**src/rtl/uart_rx_if.sv**
```systemverilog
// Serial-line side and parallel-result side of the UART receiver.
// The slave modport is the receiver; the master modport is whatever drives the line.
interface uart_rx_if #(
    parameter int FRAME_WIDTH = 8
);
    logic                   rx_en;
    logic                   rx;
    logic [FRAME_WIDTH-1:0] data;
    logic                   done;
    logic                   busy;
    logic                   frame_err;

    modport master (
        output rx_en, rx,
        input  data, done, busy, frame_err
    );

    modport slave (
        input  rx_en, rx,
        output data, done, busy, frame_err
    );
endinterface

```
**src/rtl/uart_rx.sv**
```systemverilog
// UART receiver for 8N1-style frames; each bit is sampled at its mid-point.
// state     | meaning
// IDLE      | line idle, waiting for a falling edge while rx_en=1
// START     | counting to the start-bit centre to confirm a real start
// DATA      | sampling FRAME_WIDTH data bits, LSB first
// STOP      | waiting for the stop-bit centre; high = good frame, low = framing error
// WAIT_IDLE | line stuck low after a framing error; wait for it to go high
module uart_rx #(
    parameter int FRAME_WIDTH  = 8,
    parameter int CLKS_PER_BIT = 10416
) (
    input  logic      clk,
    input  logic      rst,
    uart_rx_if.slave  bus
);
    localparam int HALF = CLKS_PER_BIT / 2;
    localparam int CW   = $clog2(CLKS_PER_BIT);
    localparam int BW   = $clog2(FRAME_WIDTH + 1);
    localparam logic [CW-1:0] HALF_M1  = CW'(HALF - 1);
    localparam logic [CW-1:0] BIT_M1   = CW'(CLKS_PER_BIT - 1);
    localparam logic [BW-1:0] LAST_BIT = BW'(FRAME_WIDTH - 1);

    typedef enum logic [2:0] {
        S_IDLE,
        S_START,
        S_DATA,
        S_STOP,
        S_WAIT_IDLE
    } state_t;

    state_t                 r_state;
    state_t                 w_next;
    logic                   r_sync1;
    logic                   r_sync2;
    logic                   w_rx_s;
    logic [CW-1:0]          r_cnt;
    logic [BW-1:0]          r_bit;
    logic [FRAME_WIDTH-1:0] r_shift;
    logic [FRAME_WIDTH-1:0] r_data;
    logic                   r_done;
    logic                   r_ferr;
    logic                   w_busy;
    logic                   w_start_end;
    logic                   w_bit_end;

    assign w_rx_s      = r_sync2;
    assign w_start_end = (r_state == S_START) && (r_cnt == HALF_M1);
    assign w_bit_end   = ((r_state == S_DATA) || (r_state == S_STOP)) && (r_cnt == BIT_M1);

    // Preset high so a reset never looks like a start edge.
    always_ff @(posedge clk or negedge rst) begin
        if (!rst) begin
            r_sync1 <= 1'b1;
            r_sync2 <= 1'b1;
        end else begin
            r_sync1 <= bus.rx;
            r_sync2 <= r_sync1;
        end
    end

    always_ff @(posedge clk or negedge rst) begin
        if (!rst) r_state <= S_IDLE;
        else      r_state <= w_next;
    end

    always_comb begin
        w_next = r_state;
        case (r_state)
            S_IDLE:      if (bus.rx_en && !w_rx_s) w_next = S_START;
            S_START:     if (w_start_end) w_next = w_rx_s ? S_IDLE : S_DATA;
            S_DATA:      if (w_bit_end && (r_bit == LAST_BIT)) w_next = S_STOP;
            S_STOP:      if (w_bit_end) w_next = w_rx_s ? S_IDLE : S_WAIT_IDLE;
            S_WAIT_IDLE: if (w_rx_s) w_next = S_IDLE;
            default:     w_next = S_IDLE;
        endcase
    end

    always_comb begin
        w_busy = (r_state != S_IDLE);
    end

    always_ff @(posedge clk or negedge rst) begin
        if (!rst) begin
            r_cnt   <= '0;
            r_bit   <= '0;
            r_shift <= '0;
            r_data  <= '0;
            r_done  <= 1'b0;
            r_ferr  <= 1'b0;
        end else begin
            if ((r_state == S_IDLE) || (r_state == S_WAIT_IDLE) || w_start_end || w_bit_end)
                r_cnt <= '0;
            else
                r_cnt <= r_cnt + CW'(1);

            if (r_state != S_DATA)
                r_bit <= '0;
            else if (w_bit_end)
                r_bit <= r_bit + BW'(1);

            // Shifting right at the MSB end leaves the first (LSB) bit at [0].
            if ((r_state == S_DATA) && w_bit_end)
                r_shift <= {w_rx_s, r_shift[FRAME_WIDTH-1:1]};

            if ((r_state == S_STOP) && w_bit_end && w_rx_s)
                r_data <= r_shift;

            r_done <= (r_state == S_STOP) && w_bit_end && w_rx_s;
            r_ferr <= (r_state == S_STOP) && w_bit_end && !w_rx_s;
        end
    end

    assign bus.data      = r_data;
    assign bus.done      = r_done;
    assign bus.busy      = w_busy;
    assign bus.frame_err = r_ferr;
endmodule

```
**src/flat_wrapper.sv**
```systemverilog
// flat-port wrapper written by rule: the top's interface ports become plain ports
module uart_rx_flat 
#(
    parameter int FRAME_WIDTH  = 8,
    parameter int CLKS_PER_BIT = 10416
)
  (clk, rst, bus_rx_en, bus_rx, bus_data, bus_done, bus_busy, bus_frame_err);
  uart_rx_if #(.FRAME_WIDTH(FRAME_WIDTH)) bus_i ();
  input  logic clk;
  input  logic rst;
  input wire logic [$bits(bus_i.rx_en)-1:0] bus_rx_en;
  input wire logic [$bits(bus_i.rx)-1:0] bus_rx;
  output wire logic [$bits(bus_i.data)-1:0] bus_data;
  output wire logic [$bits(bus_i.done)-1:0] bus_done;
  output wire logic [$bits(bus_i.busy)-1:0] bus_busy;
  output wire logic [$bits(bus_i.frame_err)-1:0] bus_frame_err;
  assign bus_i.rx_en = bus_rx_en;
  assign bus_i.rx = bus_rx;
  assign bus_data = bus_i.data;
  assign bus_done = bus_i.done;
  assign bus_busy = bus_i.busy;
  assign bus_frame_err = bus_i.frame_err;
  uart_rx #(.FRAME_WIDTH(FRAME_WIDTH), .CLKS_PER_BIT(CLKS_PER_BIT)) u_core (.clk(clk), .rst(rst), .bus(bus_i));
endmodule
```
**config.mk**
```make
export PLATFORM = sky130hd
export DESIGN_NAME = uart_rx_flat
export DESIGN_NICKNAME = d
export VERILOG_FILES = /design/src/rtl/uart_rx_if.sv /design/src/rtl/uart_rx.sv /design/src/flat_wrapper.sv
export SDC_FILE = /design/constraint.sdc
export NUM_CORES = 1
export LEC_CHECK = 0
export ABC_AREA = 1
export BUFFER_PORTS_ARGS = -buffer_cell sky130_fd_sc_hd__buf_2
export CAP_MARGIN = 30
export CORE_MARGIN = 3
export CORE_UTILIZATION = 32
export CTS_BUF_LIST = sky130_fd_sc_hd__clkbuf_4 sky130_fd_sc_hd__clkbuf_8 sky130_fd_sc_hd__clkbuf_16
export CTS_CLUSTER_SIZE = 24
export DETAILED_ROUTE_END_ITERATION = 10
export PLACE_DENSITY = 0.45
export SLEW_MARGIN = 5
export SYNTH_ARGS = -nofsm -noshare
export SYNTH_HDL_FRONTEND = slang
export SYNTH_SLANG_ARGS = --single-unit
export TNS_END_PERCENT = 20
```
**constraint.sdc**
```tcl
create_clock -name clk -period 2.66 [get_ports clk]
set_input_delay 0.399 -clock clk [delete_from_list [all_inputs] [get_ports clk]]
set_output_delay 0.399 -clock clk [all_outputs]
set_load 0.02 [all_outputs]
```
# Word-level counts from Yosys, hierarchy flattened
# Index checks and enable logic that the tools add are counted.
[totals] register_bits=41 input_bits=4 out_inout_bits=11 elab_cells=52
[op_classes] n_addsub=2 n_eq_ne=13 muxes=11 n_reduce_logical=17
[op_table] cell="2-to-1 mux 3 bit" n=6
[op_table] cell="one-hot mux 3 bit (5 select lines)" n=1
[op_table] cell="adder 14 x 1 -> 14 bit (second input constant)" n=1
[op_table] cell="equality test 14 x 13 -> 1 bit (second input constant)" n=1
[op_table] cell="equality test 14 bit (second input constant)" n=1
[op_table] cell="2-to-1 mux 14 bit" n=1
[op_table] cell="logical AND 1 bit" n=8
[op_table] cell="2-to-1 mux 4 bit" n=2
[op_table] cell="inequality test 2 x 1 -> 1 bit (second input constant)" n=4
[op_table] cell="equality test 3 x 2 -> 1 bit (second input constant)" n=2
[op_table] cell="AND reduction 5 bit" n=1
[op_table] cell="adder 4 x 1 -> 4 bit (second input constant)" n=1
[op_table] cell="equality test 4 x 3 -> 1 bit (second input constant)" n=1
[op_table] cell="logical OR 1 bit" n=4
[op_table] cell="equality test 3 x 1 -> 1 bit (second input constant)" n=1
[op_table] cell="equality test 3 bit (second input constant)" n=1
[op_table] cell="logical NOT 3 bit" n=1
[op_table] cell="inequality test 3 x 2 -> 1 bit (second input constant)" n=1
[op_table] cell="nonzero test 3 bit" n=1
[op_table] cell="2-to-1 mux 2 bit" n=1
[op_table] cell="inequality test 2 bit (second input constant)" n=1
[op_table] cell="nonzero test 2 bit" n=1
[op_table] cell="logical NOT 1 bit" n=1

# Logic depth before layout (Yosys ltp)
# Gate-level depths: netlist (run 1).
[logic_depth] depth_word=6 depth_mapped=10 ltp_nobuf=10

# Worst setup path after synthesis (run 1)
# Ideal clock, no wire load.
[synth_path] path_kind="register -> register" from="register u_core.r_cnt[0]" to="register u_core.r_data[4] (netlist: u_core.bus.data[4])" setup_ps=118 t_arrival_ps=1385 t_required_ps=2542 path_slack_ps=1157 path_stages_with_launch=10 path_buffers=1 synth_period_minus_slack_ps=1503 cell_sequence="dfrtp_1 ha_1 nand3_2 nor2_2 nand2_2 inv_4 nand3_4 buf_6 nand2_2 o21ai_2"
[synth_between] elab_chain_cells=4
[synth_rtl] element="start: declaration" line_no="uart_rx.sv:36" source="logic [CW-1:0] r_cnt;"
[synth_rtl] element="start signal: assignment" line_no="uart_rx.sv:94" source="r_cnt <= r_cnt + CW'(1);"
[synth_rtl] element="equality test 14 bit" line_no="uart_rx.sv:48" source="assign w_bit_end = ((r_state == S_DATA) || (r_state == S_STOP)) && (r_cnt == BIT_M1);"
[synth_rtl] element="logical AND 1 bit" line_no="uart_rx.sv:48"
[synth_rtl] element="logical AND 1 bit (2 in series)" line_no="uart_rx.sv:105" source="if ((r_state == S_STOP) && w_bit_end && w_rx_s)"
[synth_rtl] element="end signal: assignment" line_no="uart_rx.sv:106" source="r_data <= r_shift;"
[synth_rtl] element="end: declaration" line_no="uart_rx.sv:39" source="logic [FRAME_WIDTH-1:0] r_data;"
# Every way passes these cells.
# A chain may end at the register's enable or synchronous reset.

# Final worst setup path (run 1)
[layout_path] from="register u_core.r_cnt[0]" to="register u_core.r_cnt[11]"
[layout_between] elab_chain_cells=5 word_cells_on_any_way=8 cone_classes="add/sub (1); eq/ne (2); mux (1); reduce/logical (4)"
[layout_rtl] element="branches (longest 4 deep; another with adder 14 x 1 -> 14 bit)"
[layout_rtl] element="2-to-1 mux 14 bit *" line_no="uart_rx.sv:91" source="if ((r_state == S_IDLE) || (r_state == S_WAIT_IDLE) || w_start_end || w_bit_end)"
# Mark *: on every way between the ends.

==> results of run 1 <==
## worst max-delay path, cell delays in order (launching register included)
cell     delay, ns
dfrtp_1       0.37
ha_1          0.28
nand3_2       0.13
nor2_2        0.17
nand2_2       0.09
inv_4         0.12
nor2_1        0.06
o21ai_2       0.25
nor2_1        0.12
## report_power, final
part	switching [mW]	total [mW]	internal (mW)
sequential	0.0369	0.699	0.662
clock	0.202	0.407	0.205
combinational	0.203	0.290	0.0869
## routing by layer
metal / GRT usage / wire, microns / vias up
met5: 0 / 0 / -
met4: 0.0388 / 29 / 0
met3: 0.0334 / 140 / 2
met2: 0.154 / 1530 / 26
met1: 0.158 / 1920 / 641
li1: - / - / 740
## worst paths after layout
kind	startpoint	to	slack, ns	cells past startpoint
worst max-delay path	u_core.r_cnt[0]$_DFF_PN0_	u_core.r_cnt[11]$_DFF_PN0_	0.91	8
worst min-delay path	bus_rx	u_core.r_sync1$_DFF_PN1_	0.21	1
worst max register to register	u_core.r_cnt[0]$_DFF_PN0_	u_core.r_cnt[11]$_DFF_PN0_	0.91	8
worst min register to register	u_core.r_sync1$_DFF_PN1_	u_core.r_sync2$_DFF_PN1_	0.36	0
max in group asynchronous	rst	u_core.r_sync2$_DFF_PN1_	1.77	3
min in group asynchronous	rst	u_core.r_cnt[7]$_DFF_PN0_	0.44	2
## registers in the layout, summed over array words and instances (netlist names)
signal and count:
u_core.bus.data 8, u_core.bus.done 1, u_core.bus.frame_err 1, u_core.r_bit 4, u_core.r_cnt 14, u_core.r_shift 8, u_core.r_state 3, u_core.r_sync1 1
u_core.r_sync2 1
## logic make-up after synthesis
kind of cell,synth area share
flip-flops,0.518
AND/OR/NAND/NOR,0.253
adder cells (fa/ha/maj),0.0126
buffers and inverters,0.0749
XOR/XNOR,0.0529
AO/OA/AOI/OAI,0.0888
## Yosys cell counts, drive strengths merged, types with 3 or more instances
cell | n | share of area
xor2 | 10 | 0.044
nand2 | 54 | 0.11
inv | 30 | 0.058
buf | 3 | 0.017
nand3 | 18 | 0.054
nor2 | 36 | 0.072
a21oi | 4 | 0.010
o21ai | 18 | 0.076
dfrtp | 39 | 0.49
nand4 | 3 | 0.0094
## per-stage QoR
step / instances / hold slack [ns] / utilization / instance area, sq um / total power [mW]
5_1_grt: 320 / 0.190 / 0.376 / 2240 / 1.50
2_1_floorplan: 225 / 0.103 / - / 1990 / 0.939
6_report: 320 / 0.208 / 0.376 / 2240 / 1.40
3_3_place_gp: 311 / 0.352 / 0.355 / 2120 / 1.01
3_5_place_dp: 311 / 0.353 / 0.355 / 2120 / 1.00
4_1_cts: 318 / 0.190 / 0.371 / 2210 / 1.42
## area by class of cell
| cell class | count | area share |
|---|---|---|
| Tap cell | 75 | 0.0419 |
| Clock inverter | 1 | 0.00336 |
| Sequential cell | 41 | 0.460 |
| Clock buffer | 6 | 0.0369 |
| Inverter | 30 | 0.0515 |
| Multi-Input combinational cell | 151 | 0.362 |
| Timing Repair Buffer | 16 | 0.0447 |
==> results_dict.tcl, run 1 <==
set metrics [dict create \
    critPathKind "flop to flop" \
    drt_iter0_drc 88 \
    tritoncts "yes" \
    gr-total-overflow 0 \
    ios 15 \
    final_common_cell "nand2_1" \
    ys_seq_area_frac 0.518 \
    clockRootBuffer "clkbuf_8" \
    status "completed" \
    slew_violations 0 \
    ys_types 25 \
    cts_buffer_depth 2 \
    layout-drive-gt1-share 0.212 \
    gp_congestion 0.806 \
    report.final.hold_viol_count 0 \
    arrival_ns 1.89 \
    syn_area_sq_mm 0.00199 \
    core_area_sq_mm 0.00596 \
    powerDensity_mw_per_mm2 624 \
    place_ws_ns 0.874 \
    drv_cap 0 \
    power_leakage_nw 1.05 \
    drtPass1Iterations 4 \
    routed_wl_microns 3620 \
    clkSlewWorstSetupHoldPaths_ns 0.07 \
    fin_skew_ns 0.00658 \
    rows 28 \
    gr-usage-all-layers 0.109 \
    finalSetupTns_ns 0 \
    grt_pass1_wl_microns 6320 \
    diodes 0 \
    setup_ws_ns 0.914 \
    hp-class "input port to flop" \
    crit_required_ns 2.80 \
    die-area_sq_mm 0.00719 \
    postCtsHoldBufs 0 \
    syn_inst 225 \
    antenna_found_initial 0 \
    die_h_microns 84.8 \
    finalCritPeriodShare 0.656 \
    viasPerCell 4.40 \
    startpoint_type "flop" \
    final_cell_mix "50 x nand2_1, 39 x dfrtp_1, 33 x nor2_1" \
    post_cts_buffers 0 \
    path_max_fanout 14 \
    hpwl_microns 2610 \
    grt_max_degree 42 \
    clock-sinks 41 \
    regArea_sq_mm 0.00103 \
    fillers 617 \
    vias 1409 \
    cts-buffers-inserted 5 \
    cts_resized 0 \
    fmax_mhz 573 \
    initial_core_util 0.334 \
    synth_flop_cell "dfrtp_1" \
    syn_avg_cell_area_sq_um 8.83 \
    htreeDepth 2 \
    worstMarginPinSlew_ns 0.609 \
    ys_warn_count 0 \
    setup_viol 0 \
    fin_nets 251 \
    drc 0 \
    fin_crit_ns 1.75 \
    ir_drop_mv 0.299 \
    yosys_register_bits 41 \
    area_delta_synth_final_pct 12.6 \
    synth_nets 231 \
    wire_per_inst_microns 11.3 \
    maxSlewHeadroom 0.594 \
    synth_edf_count 0 \
    multi_input_area_sq_um 810 \
    clkLatencyLatePin_ns 0.28 \
    first_global_vias 1346 \
    die_w_microns 84.8 \
    async_flop_share 1.00 \
    worst_setup_path_end_kind "flop" \
    antenna_left 0 \
    rsz0062_at_grt "false" \
    port_buffers 14 \
]
No activity file was read; power rests on OpenSTA's default activity.
==> run 2: changes to the inputs <==
- ABC_AREA: 1 -> 0
- PLACE_DENSITY: 0.45 -> 0.47
- clock period: 2.66 -> 1.5 ns (I/O delays scaled with it)
==> run 2 against run 1 <==
Effect of this change:
- the run now ends with negative setup slack left
- total power rose by 99%
- clock-buffer cell count fell by 1
- wire length rose by 5.4%
- fmax rose by 1.4%
- area after synthesis fell by 5.0%
- register-to-register slack got worse by 1.1 ns
- sequential share of layout area fell by 4.8 points
- combinational power rose by 100%
==> results_dict.tcl, run 2 <==
set metrics [dict create \
    gr-usage-all-layers 0.127 \
    port_buffers 14 \
    powerDensity_mw_per_mm2 1110 \
    setup_viol 29 \
    fin_nets 216 \
    die_h_microns 82.8 \
    gr-total-overflow 0 \
    slew_violations 0 \
    ys_seq_area_frac 0.545 \
    tritoncts "yes" \
    fmax_mhz 581 \
    path_cells "ha_2 -> and4_4 -> nand4_4 -> nor3_4 -> buf_12 -> mux2_2" \
    synth_top_area_share 0.517 \
    drc 0 \
    critPathKind "flop to flop" \
    finalCritPeriodShare 1.15 \
    syn_area_sq_mm 0.00189 \
    arrival_ns 1.91 \
    startpoint_type "flop" \
    r2r_cells 6 \
    synth_nets 168 \
    hpwl_microns 2720 \
    worstMarginPinSlew_ns 0.512 \
    first_global_vias 1360 \
    reg2reg_setup_slack_ns -0.22 \
    layout-drive-gt1-share 0.417 \
    power_frac_clock 0.325 \
    violations "negative setup slack" \
    area_delta_synth_final_pct 32.4 \
    p_seq_frac 0.465 \
    path_max_fanout 8 \
    fin_skew_ns 0.00804 \
    die-area_sq_mm 0.00685 \
    rows 27 \
    clock-sinks 41 \
    ys_types 39 \
    worst_setup_path_end_kind "flop" \
    final_cell_mix "39 x dfrtp_1, 30 x buf_4, 20 x nor2_1" \
    synthTopCellsByArea "dfrtp_1 52%, mux2_2 10%, xor2_1 4.6%" \
    syn_avg_cell_area_sq_um 11.6 \
    rsz0062_at_grt "true" \
    syn_inst 162 \
    top_register "u_core.r_cnt" \
    routed_wl_microns 3810 \
    drt_iter0_drc 45 \
    wire_per_inst_microns 13.5 \
    drv_cap 0 \
    vias 1376 \
    cts_buffer_depth 2 \
    htreeDepth 2 \
    die_w_microns 82.8 \
    drtPass1Iterations 4 \
    cts-buffers-inserted 5 \
    synth_edf_count 0 \
    design_area_sq_mm 0.00250 \
    yosys_register_bits 41 \
    ios 15 \
    place_ws_ns -0.291 \
    fin_crit_ns 1.72 \
    clockRootBuffer "clkbuf_8" \
    synth_flop_cell "dfrtp_1" \
    power_leakage_nw 1.18 \
    ir_drop_mv 0.425 \
    antenna_left 0 \
    grt_pass1_wl_microns 6510 \
    cpMaxStageDelayCell "dfrtp_1" \
    final_cells 283 \
    gp_congestion 0.863 \
    async_flop_share 1.00 \
    largest_reg_flops 14 \
    pwr-share-comb 0.210 \
    switching_share 0.280 \
    hp-class "input port to flop" \
    crit_required_ns 1.68 \
    viasPerCell 4.86 \
    status "complete, but fails checks" \
    initial_core_util 0.336 \
    fin_util 0.446 \
    core_area_sq_mm 0.00561 \
    clkSlewWorstSetupHoldPaths_ns 0.08 \
    setup_ws_ns -0.222 \
    maxSlewHeadroom 0.659 \
    synth.most_common_cell "dfrtp_1" \
    p_int_mw 1.99 \
    timing.hold.ws_ns 0.0225 \
    dpl_cell_area_sq_mm 0.00226 \
    yosysTopAreaCell "dfrtp_1" \
    report.final.hold_viol_count 0 \
    yosys-top-cells-count "39 x dfrtp_1, 20 x nor2_1, 17 x mux2_2" \
    final_common_cell "dfrtp_1" \
    grt_max_degree 42 \
    placedCellCount 272 \
    holdPathStages 1 \
    antenna_found_initial 0 \
    p_sw_mw 0.776 \
    diodes 0 \
    ys_warn_count 0 \
    max_stage_delay_ns 0.36 \
    clkLatencyLatePin_ns 0.30 \
]
run 2: cell types whose count changed after synthesis, sizes merged, moves of 3 or more:
cell,previous run,this run
and3,0,3
buf,3,6
inv,30,4
mux2,0,17
nand2,54,5
nand3,18,10
nand4,3,6
nor2,36,21
o21ai,18,3
or3,0,3
run 2: kinds of logic after synthesis:
logic type,after synthesis,share of synthesized area
compound gates,12,0.0444
xor+xnor,12,0.0557
fa+ha+maj,2,0.0133
buf+inv,11,0.0292
flops,41,0.545
mux,18,0.107
simple gates,66,0.206
run 2: final timing paths:
path	start	to
worst max-delay path	u_core.r_cnt[1]$_DFF_PN0_	u_core.bus.data[2]$_DFFE_PN0P_
worst min-delay path	bus_rx	u_core.r_sync1$_DFF_PN1_
worst max register to register	u_core.r_cnt[1]$_DFF_PN0_	u_core.bus.data[2]$_DFFE_PN0P_
worst min register to register	u_core.r_sync1$_DFF_PN1_	u_core.r_sync2$_DFF_PN1_
max in group asynchronous	rst	u_core.r_sync2$_DFF_PN1_
min in group asynchronous	rst	u_core.r_cnt[8]$_DFF_PN0_
run 2: power by group through the flow:
stage	Clock, mW	Combinational (mW)	Sequential, mW
after CTS	0.941	0.579	1.28
after floorplan	0	0.305	1.29
after global routing	0.986	0.645	1.30
after global placement	0	0.565	1.29
after detailed placement	0	0.562	1.30
final	0.902	0.582	1.29
run 2: layout make-up:
type                            instances  area, sq um
Sequential cell                        41         1030
Timing Repair Buffer                   48          357
Fill cell                             558         3110
Inverter                                4         15.0
Tap cell                               72         90.1
Clock buffer                            5         68.8
Clock inverter                          3         46.3
Multi-Input combinational cell        110          893
run 2: layer usage:
layer | vias up | wire (microns) | GRT usage | part of all wire
met5 | - | 0 | 0 | 0
met3 | 7 | 138 | 0.0356 | 0.036
met1 | 675 | 1860 | 0.169 | 0.49
met2 | 23 | 1740 | 0.189 | 0.46
met4 | 0 | 65 | 0.0654 | 0.017
li1 | 671 | - | - | -
run 2: repair_timing:
item | 4_1_cts | 5_1_grt
hold buffers | 1 | 0
resized for setup | 18 | 3
hold endpoints to repair | 9 | 0
pin swaps | 5 | 2
cloned | 0 | 0
buffers inserted | 2 | 0
setup endpoints to repair | 31 | 38
run 2: worst max-delay path: cells and delay by family, from the launching register on:
| kind | cells | cell delay, ns |
|---|---|---|
| simple gates | 3 | 0.57 |
| flops | 1 | 0.36 |
| mux | 1 | 0.33 |
| fa+ha+maj | 1 | 0.20 |
| buf+inv | 1 | 0.16 |
run 2: through the flow:
stage / TNS [ns] / power, mW
6_report: -3.66 / 2.77
5_1_grt: -6.40 / 2.93
4_1_cts: -4.15 / 2.80
3_5_place_dp: -5.56 / 1.86
3_3_place_gp: -5.29 / 1.86
2_1_floorplan: -6.16 / 1.59
==> run 3: changes to the inputs <==
- CELL_PAD_IN_SITES_DETAIL_PLACEMENT: unset -> 0
- CELL_PAD_IN_SITES_GLOBAL_PLACEMENT: unset -> 2
- PLACE_DENSITY: 0.47 -> 0.64
==> run 3 against run 2 <==
Effect of this change:
- the flow still finishes with violations (negative setup slack)
- critical path type unchanged
- non-clock buffer count increased by 2
- clock power increased by 19%
- fmax increased by 0.44%
- flip-flop and latch count unchanged
- cell area increased by 2.0%
- wire length increased by 6.1%
- sequential power about the same
- critical path depth decreased by 1
- register-to-register slack about the same
- clock-buffer cell count unchanged
==> results_dict.tcl, run 3 (synthesized netlist as in run 2, its figures left out) <==
set metrics [dict create \
    grt_max_degree 23 \
    drt_iter0_drc 88 \
    gp_congestion 0.810 \
    port_buffers 14 \
    drc 0 \
    setup_viol 26 \
    wl_met1_microns 1950 \
    fin_crit_ns 1.71 \
    powerDensity_mw_per_mm2 1180 \
    area_delta_synth_final_pct 35.0 \
    wl_met3_microns 133 \
    die-area_sq_mm 0.00685 \
    worstMarginPinSlew_ns 0.514 \
    antenna_left 0 \
    path_max_fanout 8 \
    vias 1388 \
    grt_pass1_wl_microns 6660 \
    die_h_microns 82.8 \
    cts-buffers-inserted 5 \
    cpMaxStageDelayCell "dfrtp_1" \
    rows 27 \
    fmax_mhz 583 \
    core_area_sq_mm 0.00561 \
    top_register "u_core.r_cnt" \
    first_global_vias 1409 \
    multi_input_area_sq_um 901 \
    crit_required_ns 1.68 \
    final_common_cell "dfrtp_1" \
    rsz0062_at_grt "true" \
    finalCritPeriodShare 1.14 \
    status "complete, but fails checks" \
    arrival_ns 1.89 \
    power_leakage_nw 1.21 \
    drv_cap 0 \
    drtPass1Iterations 4 \
    report.final.hold_viol_count 0 \
    largest_reg_flops 14 \
    ios 15 \
    htreeDepth 2 \
    slew_violations 0 \
    maxSlewHeadroom 0.657 \
    fin_util 0.454 \
    final_cells 285 \
    tritoncts "yes" \
    path_cells "and4bb_2 -> nand4_4 -> nor3_4 -> buf_12 -> mux2_4" \
    violations "negative setup slack" \
    clock-sinks 41 \
    regArea_sq_mm 0.00103 \
    hpwl_microns 2900 \
    fin_nets 218 \
    die_w_microns 82.8 \
    startpoint_type "flop" \
    met2WireLength_microns 1950 \
    hp-class "input port to flop" \
    fillers 537 \
    max_stage_delay_ns 0.39 \
    worst_setup_path_end_kind "flop" \
    ir_drop_mv 0.465 \
    final_cell_mix "39 x dfrtp_1, 31 x buf_4, 19 x nor2_1" \
    critPathKind "flop to flop" \
    clkSlewWorstSetupHoldPaths_ns 0.08 \
    initial_core_util 0.336 \
    gr-total-overflow 0 \
    clkLatencyLatePin_ns 0.29 \
    antenna_found_initial 0 \
    wire_per_inst_microns 14.2 \
    clockRootBuffer "clkbuf_8" \
    viasPerCell 4.87 \
    layout-drive-gt1-share 0.441 \
    topRoutingLayerUsed "met4" \
    fin_skew_ns 0.00613 \
    cts_buffer_depth 2 \
    diodes 0 \
    routed_wl_microns 4050 \
    setup_ws_ns -0.214 \
    placedCellCount 275 \
    gr-usage-all-layers 0.130 \
]
run 3: through the flow:
stage	hold WS [ns]	area, sq um	setup slack (ns)	TNS (ns)	power [mW]
after floorplan	-0.0706	1900	-0.310	-6.16	1.59
after global placement	0.213	2290	-0.268	-5.75	1.86
after detailed placement	0.229	2290	-0.274	-6.04	1.87
after CTS	0.0112	2470	-0.233	-5.01	2.98
after global routing	0.00106	2550	-0.280	-5.59	3.18
final	0.0244	2550	-0.214	-3.60	3.01
run 3: what timing repair did:
item / CTS / global route
buffers inserted: 0 / 1
hold buffers: 1 / 0
pin swaps: 4 / 6
endpoints found under the setup margin: 37 / 38
hold endpoints to repair: 19 / 0
resized for setup: 6 / 16
run 3: layout make-up:
type	instances	area share
Inverter	4	0.00589
Clock inverter	3	0.0270
Timing Repair Buffer	50	0.147
Multi-Input combinational cell	110	0.354
Clock buffer	5	0.0270
Tap cell	72	0.0354
Sequential cell	41	0.404
run 3: critical path, delay by kind of cell, from the launching register on:
kind | cells | cell delay (ns)
buffers and inverters | 1 | 0.16
muxes | 1 | 0.30
DFF | 1 | 0.39
and+or+nand+nor | 3 | 0.75
run 3: where the power goes:
group | internal [mW] | total [mW] | leakage, nW | switching (mW)
clock | 0.670 | 1.07 | 0.0687 | 0.400
combinational | 0.331 | 0.633 | 0.590 | 0.302
sequential | 1.20 | 1.31 | 0.547 | 0.104
total | 2.20 | 3.01 | 1.21 | 0.806
run 3: worst paths after layout:
| path | end | startpoint | slack [ns] | cells after the start |
|---|---|---|---|---|
| max in group asynchronous | u_core.r_sync1$_DFF_PN1_ | rst | 0.49 | 3 |
| setup reg to reg | u_core.bus.data[0]$_DFFE_PN0P_ | u_core.r_cnt[12]$_DFF_PN0_ | -0.21 | 5 |
| hold / removal | u_core.r_sync1$_DFF_PN1_ | bus_rx | 0.02 | 1 |
| hold reg to reg | u_core.r_sync2$_DFF_PN1_ | u_core.r_sync1$_DFF_PN1_ | 0.36 | 0 |
| setup / recovery | u_core.bus.data[0]$_DFFE_PN0P_ | u_core.r_cnt[12]$_DFF_PN0_ | -0.21 | 5 |
| min in group asynchronous | u_core.r_cnt[12]$_DFF_PN0_ | rst | 0.44 | 2 |
run 3: layer usage:
metal,global-route usage,up-vias
met3,0.0356,2
met5,0,-
met4,0.0441,0
met2,0.211,23
li1,-,671
met1,0.167,692
